File: config.mk
export PLATFORM = sky130hd
export DESIGN_NAME = time_keeper_flat
export DESIGN_NICKNAME = d
export VERILOG_FILES = /design/src/rtl/time_keeper_pkg.sv /design/src/rtl/time_keeper_if.sv /design/src/rtl/time_keeper_btn_edge.sv /design/src/rtl/time_keeper.sv /design/src/flat_wrapper.sv
export SDC_FILE = /design/constraint.sdc
export NUM_CORES = 1
export LEC_CHECK = 0
export CAP_MARGIN = 30
export CORE_MARGIN = 5
export CORE_UTILIZATION = 40
export CTS_CLUSTER_DIAMETER = 120
export CTS_CLUSTER_SIZE = 20
export DETAILED_ROUTE_END_ITERATION = 6
export GPL_TIMING_DRIVEN = 0
export SYNTH_ARGS = -nofsm -noshare
export SYNTH_HDL_FRONTEND = slang
export SYNTH_SLANG_ARGS = --single-unit
File: constraint.sdc
create_clock -name clk -period 8.4 [get_ports clk]
set_input_delay 2.52 -clock clk [delete_from_list [all_inputs] [get_ports clk]]
set_output_delay 2.52 -clock clk [all_outputs]
set_load 0.05 [all_outputs]
File: src/rtl/time_keeper_pkg.sv
// Shared types and constants for the alarm-clock timekeeper.
// Field widths, wrap limits and set-mode state encodings.
package time_keeper_pkg;

   typedef enum logic [2:0] {
      RUN      = 3'd0,
      SET_HR   = 3'd1,
      SET_MIN  = 3'd2,
      SET_AHR  = 3'd3,
      SET_AMIN = 3'd4
   } state_t;

   localparam int SEC_W = 6;
   localparam int MIN_W = 6;
   localparam int HR_W  = 5;

   localparam logic [SEC_W-1:0] SEC_MAX = 6'd59;
   localparam logic [MIN_W-1:0] MIN_MAX = 6'd59;
   localparam logic [HR_W-1:0]  HR_MAX  = 5'd23;

endpackage

File: src/rtl/time_keeper_if.sv
// Button/alarm inputs and display-side outputs of the timekeeper.
// master drives the buttons, slave is the timekeeper itself.
interface time_keeper_if;

   logic        btn_mode;
   logic        btn_inc;
   logic        alarm_en;
   logic [15:0] time_out;
   logic [5:0]  sec_out;
   logic        sec_pulse;
   logic [2:0]  mode;
   logic        ring;

   modport master (
      output btn_mode, btn_inc, alarm_en,
      input  time_out, sec_out, sec_pulse, mode, ring
   );

   modport slave (
      input  btn_mode, btn_inc, alarm_en,
      output time_out, sec_out, sec_pulse, mode, ring
   );

endinterface

File: src/rtl/time_keeper_btn_edge.sv
// Rising-edge detector for a debounced, synchronous button level.
// The edge flag is registered, so it is valid the cycle after the rise.
module time_keeper_btn_edge (
   input  logic clk,
   input  logic rst,
   input  logic i_btn,
   output logic o_edge
);

   logic r_prev;
   logic r_edge;

   always_ff @(posedge clk or negedge rst) begin
      if (!rst) begin
         r_prev <= 1'b0;
         r_edge <= 1'b0;
      end else begin
         r_prev <= i_btn;
         r_edge <= i_btn & ~r_prev;
      end
   end

   assign o_edge = r_edge;

endmodule

File: src/rtl/time_keeper.sv
// 24-hour timekeeper with button-driven time/alarm setting and a
// self-limiting alarm ring output.
module time_keeper
   import time_keeper_pkg::*;
#(
   parameter int CLK_HZ    = 100000000,
   parameter int RING_SECS = 60
) (
   input  logic          clk,
   input  logic          rst,
   time_keeper_if.slave  bus
);

   localparam int PW = (CLK_HZ > 1) ? $clog2(CLK_HZ) : 1;
   localparam int RW = (RING_SECS > 1) ? $clog2(RING_SECS) : 1;
   localparam logic [PW-1:0] P_TOP = PW'(CLK_HZ - 1);
   localparam logic [RW-1:0] R_TOP = RW'(RING_SECS - 1);

   state_t           r_state, w_state_n;
   logic [PW-1:0]    r_presc, w_presc_n;
   logic [SEC_W-1:0] r_sec, w_sec_n;
   logic [MIN_W-1:0] r_min, w_min_n;
   logic [HR_W-1:0]  r_hr, w_hr_n;
   logic [MIN_W-1:0] r_amin, w_amin_n;
   logic [HR_W-1:0]  r_ahr, w_ahr_n;
   logic [RW-1:0]    r_rcnt, w_rcnt_n;
   logic             r_ring, w_ring_n;
   logic             r_pulse;
   logic [15:0]      r_time;
   logic             w_mode_e, w_inc_e;
   logic             w_hold, w_hold_n;
   logic             w_tick, w_match;

   time_keeper_btn_edge u_mode_edge (
      .clk    (clk),
      .rst    (rst),
      .i_btn  (bus.btn_mode),
      .o_edge (w_mode_e)
   );

   time_keeper_btn_edge u_inc_edge (
      .clk    (clk),
      .rst    (rst),
      .i_btn  (bus.btn_inc),
      .o_edge (w_inc_e)
   );

   always_comb begin
      w_hold    = (r_state == SET_HR) || (r_state == SET_MIN);
      w_tick    = !w_hold && (r_presc == P_TOP);
      w_presc_n = w_tick ? '0 : r_presc + 1'b1;
      w_sec_n   = r_sec;
      w_min_n   = r_min;
      w_hr_n    = r_hr;
      w_state_n = r_state;
      w_ahr_n   = r_ahr;
      w_amin_n  = r_amin;
      w_ring_n  = r_ring;
      w_rcnt_n  = r_rcnt;

      // full sec/min/hr carry chain resolves within one tick
      if (w_tick) begin
         if (r_sec == SEC_MAX) begin
            w_sec_n = '0;
            if (r_min == MIN_MAX) begin
               w_min_n = '0;
               w_hr_n  = (r_hr == HR_MAX) ? '0 : r_hr + 1'b1;
            end else begin
               w_min_n = r_min + 1'b1;
            end
         end else begin
            w_sec_n = r_sec + 1'b1;
         end
      end

      w_match = w_tick && bus.alarm_en && (w_sec_n == '0) &&
                (w_hr_n == r_ahr) && (w_min_n == r_amin);

      if (r_ring && w_tick) begin
         w_rcnt_n = r_rcnt + 1'b1;
         if (r_rcnt == R_TOP) w_ring_n = 1'b0;
      end

      if (w_mode_e) begin
         unique case (r_state)
            RUN:      w_state_n = SET_HR;
            SET_HR:   w_state_n = SET_MIN;
            SET_MIN:  w_state_n = SET_AHR;
            SET_AHR:  w_state_n = SET_AMIN;
            default:  w_state_n = RUN;
         endcase
      end else if (w_inc_e) begin
         unique case (r_state)
            RUN:      w_ring_n = 1'b0;
            SET_HR:   w_hr_n = (w_hr_n == HR_MAX) ? '0 : w_hr_n + 1'b1;
            SET_MIN:  w_min_n = (w_min_n == MIN_MAX) ? '0 : w_min_n + 1'b1;
            SET_AHR:  w_ahr_n = (r_ahr == HR_MAX) ? '0 : r_ahr + 1'b1;
            default:  w_amin_n = (r_amin == MIN_MAX) ? '0 : r_amin + 1'b1;
         endcase
      end

      if (w_match) begin
         w_ring_n = 1'b1;
         w_rcnt_n = '0;
      end
      if (!bus.alarm_en) w_ring_n = 1'b0;

      w_hold_n = (w_state_n == SET_HR) || (w_state_n == SET_MIN);
      if (w_hold_n) begin
         w_presc_n = '0;
         w_sec_n   = '0;
      end
   end

   always_ff @(posedge clk or negedge rst) begin
      if (!rst) begin
         r_state <= RUN;
         r_presc <= '0;
         r_sec   <= '0;
         r_min   <= '0;
         r_hr    <= '0;
         r_amin  <= '0;
         r_ahr   <= '0;
         r_rcnt  <= '0;
         r_ring  <= 1'b0;
         r_pulse <= 1'b0;
         r_time  <= 16'h0000;
      end else begin
         r_state <= w_state_n;
         r_presc <= w_presc_n;
         r_sec   <= w_sec_n;
         r_min   <= w_min_n;
         r_hr    <= w_hr_n;
         r_amin  <= w_amin_n;
         r_ahr   <= w_ahr_n;
         r_rcnt  <= w_rcnt_n;
         r_ring  <= w_ring_n;
         r_pulse <= w_tick;
         if ((r_state == SET_AHR) || (r_state == SET_AMIN))
            r_time <= {3'b000, r_ahr, 2'b00, r_amin};
         else
            r_time <= {3'b000, r_hr, 2'b00, r_min};
      end
   end

   assign bus.time_out  = r_time;
   assign bus.sec_out   = r_sec;
   assign bus.sec_pulse = r_pulse;
   assign bus.mode      = r_state;
   assign bus.ring      = r_ring;

endmodule

File: src/flat_wrapper.sv
// flat-port wrapper written by rule: the top's interface ports become plain ports
module time_keeper_flat import time_keeper_pkg::*;
#(
   parameter int CLK_HZ    = 100000000,
   parameter int RING_SECS = 60
)
  (clk, rst, bus_btn_mode, bus_btn_inc, bus_alarm_en, bus_time_out, bus_sec_out, bus_sec_pulse, bus_mode, bus_ring);
  time_keeper_if bus_i ();
  input  logic clk;
  input  logic rst;
  input wire logic [$bits(bus_i.btn_mode)-1:0] bus_btn_mode;
  input wire logic [$bits(bus_i.btn_inc)-1:0] bus_btn_inc;
  input wire logic [$bits(bus_i.alarm_en)-1:0] bus_alarm_en;
  output wire logic [$bits(bus_i.time_out)-1:0] bus_time_out;
  output wire logic [$bits(bus_i.sec_out)-1:0] bus_sec_out;
  output wire logic [$bits(bus_i.sec_pulse)-1:0] bus_sec_pulse;
  output wire logic [$bits(bus_i.mode)-1:0] bus_mode;
  output wire logic [$bits(bus_i.ring)-1:0] bus_ring;
  assign bus_i.btn_mode = bus_btn_mode;
  assign bus_i.btn_inc = bus_btn_inc;
  assign bus_i.alarm_en = bus_alarm_en;
  assign bus_time_out = bus_i.time_out;
  assign bus_sec_out = bus_i.sec_out;
  assign bus_sec_pulse = bus_i.sec_pulse;
  assign bus_mode = bus_i.mode;
  assign bus_ring = bus_i.ring;
  time_keeper #(.CLK_HZ(CLK_HZ), .RING_SECS(RING_SECS)) u_core (.clk(clk), .rst(rst), .bus(bus_i));
endmodule
# Word-level counts from Yosys, hierarchy flattened
# Cells that the tools add are included.
[word_totals]
output_inout_bits = 27
in_bits = 5
mem_count = 0
latch_bits = 0
word_cells = 97
ram_bits = 0
rom_bits = 0
register_bits = 83
[classes]
n_mux = 34
bitwise = 6
shifts = 0
order_cmp = 0
mul = 0
n_addsub = 9
n_eq_ne = 17
reduce_logical = 16
div = 0
[ops]
columns = ["operator", "n"]
rows = [
  ["2-to-1 mux 6 bit", 13],
  ["2-to-1 mux 27 bit", 2],
  ["2-to-1 mux 5 bit", 9],
  ["adder 6 x 1 -> 6 bit, second input constant", 5],
  ["== test 6 bit, second input constant", 5],
  ["adder 27 x 1 -> 27 bit, second input constant", 1],
  ["== test 27 bit, second input constant", 1],
  ["adder 5 x 1 -> 5 bit, second input constant", 3],
  ["== test 5 bit, second input constant", 3],
  ["2-to-1 mux 13 bit", 1],
  ["one-hot mux 3 bit (4 select lines)", 1],
  ["== test 3 x 2 -> 1 bit, second input constant", 3],
  ["2-to-1 mux 1 bit", 7],
  ["== test 3 x 1 -> 1 bit, second input constant", 2],
  ["== test 6 bit", 1],
  ["logical AND 1 bit", 6],
  ["logical NOT 6 bit", 1],
  ["AND reduction 3 bit", 2],
  ["== test 5 bit", 1],
  ["inverter 1 bit", 4],
  ["OR reduction 4 bit", 1],
  ["== test 3 bit, second input constant", 1],
  ["logical NOT 3 bit", 1],
  ["logical OR 1 bit", 3],
  ["4 further kinds", 5],
]

# Longest topological paths before layout
# Gate-level depths: netlist of the first run.
[depth]
word_depth = 11
ltp_mapped = 12
ltp_nobuf = 11

# Hierarchy
# Synthesis of the first run repeated with hierarchy kept, for this count alone.
[hier_totals]
cells_unflattened = 518
hier_area_um2 = 4850.9
[modules_own_cells]
columns = ["module", "seq_area_each_um2", "instances", "cells_per_inst", "area_per_inst_um2"]
rows = [
  ["time_keeper", 1926.8, 1, 512, 4723.3],
  ["time_keeper_btn_edge", 50.0, 2, 3, 63.8],
]

# Least setup slack after synthesis of the first run
# Ideal clock, no wire load.
[synth_path]
path_kind = "input-to-reg"
startpoint = "input bus_alarm_en"
endpoint = "register u_core.r_ring, in the netlist u_core.bus.ring"
required_ns = 8.334
cell_stages = 8
setup_ns = 0.066
arrival_ns = 4.179
path_buffers = 1
path_slack_ns = 4.155
cell_sequence = "inv_1 a2111oi_0 o2111ai_1 a2111o_1 a2111oi_0 and4_1 buf_2 a41o_1"
[synth_between]
elab_chain_cells = 6
[synth_rtl]
columns = ["item", "line_no", "text"]
rows = [
  ["start, declared", "flat_wrapper.sv:13", "input wire logic [$bits(bus_i.alarm_en)-1:0] bus_alarm_en;"],
  ["logical AND 1 bit (3 in a row)", "time_keeper.sv:76", "w_match = w_tick && bus.alarm_en && (w_sec_n == '0) &&"],
  ["logical AND 1 bit", "time_keeper.sv:77", "(w_hr_n == r_ahr) && (w_min_n == r_amin);"],
  ["2-to-1 mux 1 bit", "time_keeper.sv:102", "if (w_match) begin"],
  ["2-to-1 mux 1 bit *", "time_keeper.sv:106", "if (!bus.alarm_en) w_ring_n = 1'b0;"],
  ["named net u_core.w_ring_n", "time_keeper.sv:27", "logic r_ring, w_ring_n;"],
  ["end signal, assigned", "time_keeper.sv:137", "r_ring <= w_ring_n;"],
  ["end, declared", "time_keeper.sv:27", ""],
]
# The timed path passes the listed nets; every way through them passes the cells marked *.
# A chain may end at the register's enable or synchronous reset.

# Worst setup path in the final report of the first run
# Same ends and word-level chain as after synthesis.

==> results of run 1 <==
-- flip-flops by register name, indices dropped and copies added, names as in the netlist --
register	cells
u_core.r_rcnt	6
u_core.u_inc_edge.r_prev	1
u_core.r_hr	5
u_core.bus.sec_out	6
u_core.r_min	6
u_core.r_amin	6
u_core.r_presc	27
u_core.u_inc_edge.o_edge	1
u_core.u_mode_edge.r_prev	1
u_core.u_mode_edge.o_edge	1
u_core.bus.mode	3
u_core.bus.ring	1
u_core.bus.sec_pulse	1
u_core.r_ahr	5
u_core.bus.time_out	11
-- path summary, 6_finish.rpt --
check | from | endpoint | slack, ns | depth (start not counted)
max in group asynchronous | rst | u_core.r_presc[5] | 5.71 | 2
setup / recovery | bus_alarm_en | u_core.bus.ring | 3.63 | 9
hold / removal | u_core.u_mode_edge.r_prev | u_core.u_mode_edge.o_edge | 0.39 | 1
hold reg to reg | u_core.u_mode_edge.r_prev | u_core.u_mode_edge.o_edge | 0.39 | 1
setup reg to reg | u_core.bus.sec_out[0] | u_core.bus.ring | 4.99 | 10
min in group asynchronous | rst | u_core.bus.time_out[1] | 2.11 | 1
-- power groups by stage --
stage | clock network, mW | registers [mW] | logic (mW)
global route | 0.491 | 0.511 | 0.515
detailed placement | 0 | 0.508 | 0.474
floorplan | 0 | 0.559 | 0.275
CTS | 0.474 | 0.501 | 0.476
finish | 0.463 | 0.501 | 0.474
global placement | 0 | 0.506 | 0.470
-- worst register-to-register path, cell delays in order, from the launching register on --
cell       delay, ns
dfrtp_1         0.44
ha_1            0.29
and4b_1         0.28
nand4_1         0.14
buf_2           0.23
nor4_2          0.36
mux2_2          0.39
a2111oi_0       0.58
and4_1          0.29
buf_2           0.19
a41o_1          0.18
-- logic make-up (layout without fill, tap and decap cells) --
group,Yosys count,after routing,synth area share
multiplexers,25,25,0.0545
AND/OR/NAND/NOR,230,230,0.263
XOR/XNOR,45,45,0.0856
buffers and inverters,42,86,0.0381
AO/OA/AOI/OAI,85,85,0.119
other,1,5,0.000771
adder cells (fa/ha/maj),9,9,0.0231
flip-flops,81,81,0.417
-- placed cells by master, fill, tap and decap left out, types with 9 or more instances in the layout --
| cell | Yosys | final |
|---|---|---|
| a21oi_1 | 21 | 21 |
| xor2_1 | 20 | 20 |
| mux2i_1 | 13 | 13 |
| nand4_1 | 13 | 13 |
| clkbuf_1 | 11 | 11 |
| dfrtp_1 | 81 | 81 |
| nor2_1 | 53 | 53 |
| clkdlybuf4s50_1 | 0 | 25 |
| and3_1 | 9 | 9 |
| clkbuf_16 | 0 | 9 |
| nor2b_1 | 12 | 12 |
| ha_1 | 9 | 9 |
| inv_1 | 17 | 17 |
| nand3_1 | 29 | 29 |
| xnor2_1 | 23 | 23 |
| nor3_1 | 12 | 12 |
| o21ai_0 | 25 | 25 |
| mux2_2 | 11 | 11 |
| nand2_1 | 45 | 45 |
-- per-layer routing --
layer	GRT usage	vias to the layer above
met1	0.230	1884
met3	0.0468	11
met4	0.0390	0
met5	0	-
li1	-	1944
met2	0.278	68
-- final cells by class --
type	instances	area, µm²	share of cell area
plain buffers	25	121	0.0213
well taps	147	184	0.0322
flip-flops and latches	81	2030	0.355
clock buffers	10	239	0.0419
inverters	17	63.8	0.0112
clock inverters	6	113	0.0197
multi-input cells	399	2670	0.467
repair buffers	28	293	0.0513
-- through the flow --
step | std cells | power [mW]
after floorplan | 522 | 0.834
after global placement | 695 | 0.976
after detailed placement | 697 | 0.982
after CTS | 713 | 1.45
after global routing | 713 | 1.52
final | 713 | 1.44
==> metrics.csv, run 1 <==
metric,value,unit
fmax,210,MHz
cts.path.max_buffers,2,
insertedDiodeCount,0,
cts_tree,done,
route.met3.wl,473,µm
fillers,1158,
area_growth,17.3,%
die_area,0.0145,mm²
worstPathRequired,8.68,ns
hp-class,flip-flop to flip-flop,
synthesis.area,0.00486,mm²
synth_top_cell_area_share,0.417,
period_needed,4.77,ns
die_x,120,µm
ant_nets,0,
drc_errors,0,
wl_met1,5360,µm
fin_worst_skew,0.00789,ns
cts_resized,0,
grt_setup_unrepaired,false,
antenna_found_initial,0,
placed_area,0.00536,mm²
grt.total_usage,0.171,
grt_pass1_wl,19600,µm
slew_violations,0,
path_buf_inv,3,
crit_fanout,7,
netlist_instances,518,
startpoint_type,primary input,
p_sw,0.524,mW
numCtsBuffers,9,
cts.reportedPaths.clkPinSlew,0.06,ns
fin_ws,3.63,ns
p_per_area,252,mW/mm²
hold_viol,0,
yosys_register_bits,81,
place.gp.congestion,0.901,
drt-total-wl,11800,µm
nets,575,
vias,3907,
vdd_drop_max,0.177,mV
met2_wirelength,5840,µm
crit_type,primary input to flip-flop,
post_cts_buffers,0,
tightestPinTransition,0.919,ns
drtPass1Iterations,5,
num_rows,40,
internal_power,0.914,mW
holdBufCountCts,0,
synth_edf_count,0,
grt_pass1_vias,3704,
initial_utilization,0.407,
io_buffers,26,
max-slew-margin-rel,0.387,
setup_tns,0,ns
crit_top_cell,a2111oi_0,
boundaryPins,32,
wl_per_cell,16.5,µm
via_per_inst,5.48,
synth_top_cells_by_count,"dfrtp_1, nor2_1, nand2_1",
end_kind,flip-flop,
fin_util,0.477,
synth-seq-area-share,0.417,
fin_crit_sh,0.568,
core,0.0120,mm²
slowest_delay,0.50,ns
crit_arrival,5.06,ns
top_layer_used,met4,
final_area,0.00571,mm²
yosysMostFrequentCell,dfrtp_1,
cap_violations,0,
synth_top_area_cell,dfrtp_1,
final_layout_size_suffix_gt1_frac,0.106,
clkLatencyLatePin,0.35,ns
cpMaxStageDelayCell,clkdlybuf4s50_1,
htreeDepth,3,
pwr-share-clk,0.322,
root_buffer,clkbuf_16,
seqPwrFrac,0.348,
synthTopCellsByArea,"dfrtp_1, xnor2_1, nor2_1",
synth.distinct_cells,72,
cts_sinks,81,
grt_overflow_total,0,
cp_cell_sequence,"clkdlybuf4s50_1, inv_1, a2111oi_0, o2111ai_1, a2111o_1, a2111oi_0, and4_1, buf_2, a41o_1",
synth-async-reset-ratio,1.00,
power_leakage,2.35,nW
synth-main-ff-cell,dfrtp_1,
hpwlAfterDp,8790,µm
drtIter0Drc,251,
dpl_worst_slack,3.34,ns
grt_max_degree,52,
whs,0.394,ns
pwr-share-comb,0.329,
path_delay_family,compound AO/OA/AOI/OAI gates,
die_y,120,µm
setup_viol,0,
syn_avg_cell_area,9.39,µm²
switching_share,0.365,
yosys_warnings,0,
status,"complete, no violations",
No activity file was read; power rests on OpenSTA's default activity.
==> run 2: changes to the inputs <==
Clock period 8.4 ns to 3.9 ns, I/O delays scaled along.
==> results of run 2 <==
Same layout as run 1 (identical final DEF). Status: complete, no violations.
Main changes from that run: setup slack after placement 3.34 ns -> 0.190 ns; setup slack after layout 3.63 ns -> 0.478 ns; register-to-register setup slack 4.99 ns -> 0.49 ns; total power 1.44 mW -> 3.10 mW; worst IR drop on VDD 0.177 mV -> 0.382 mV
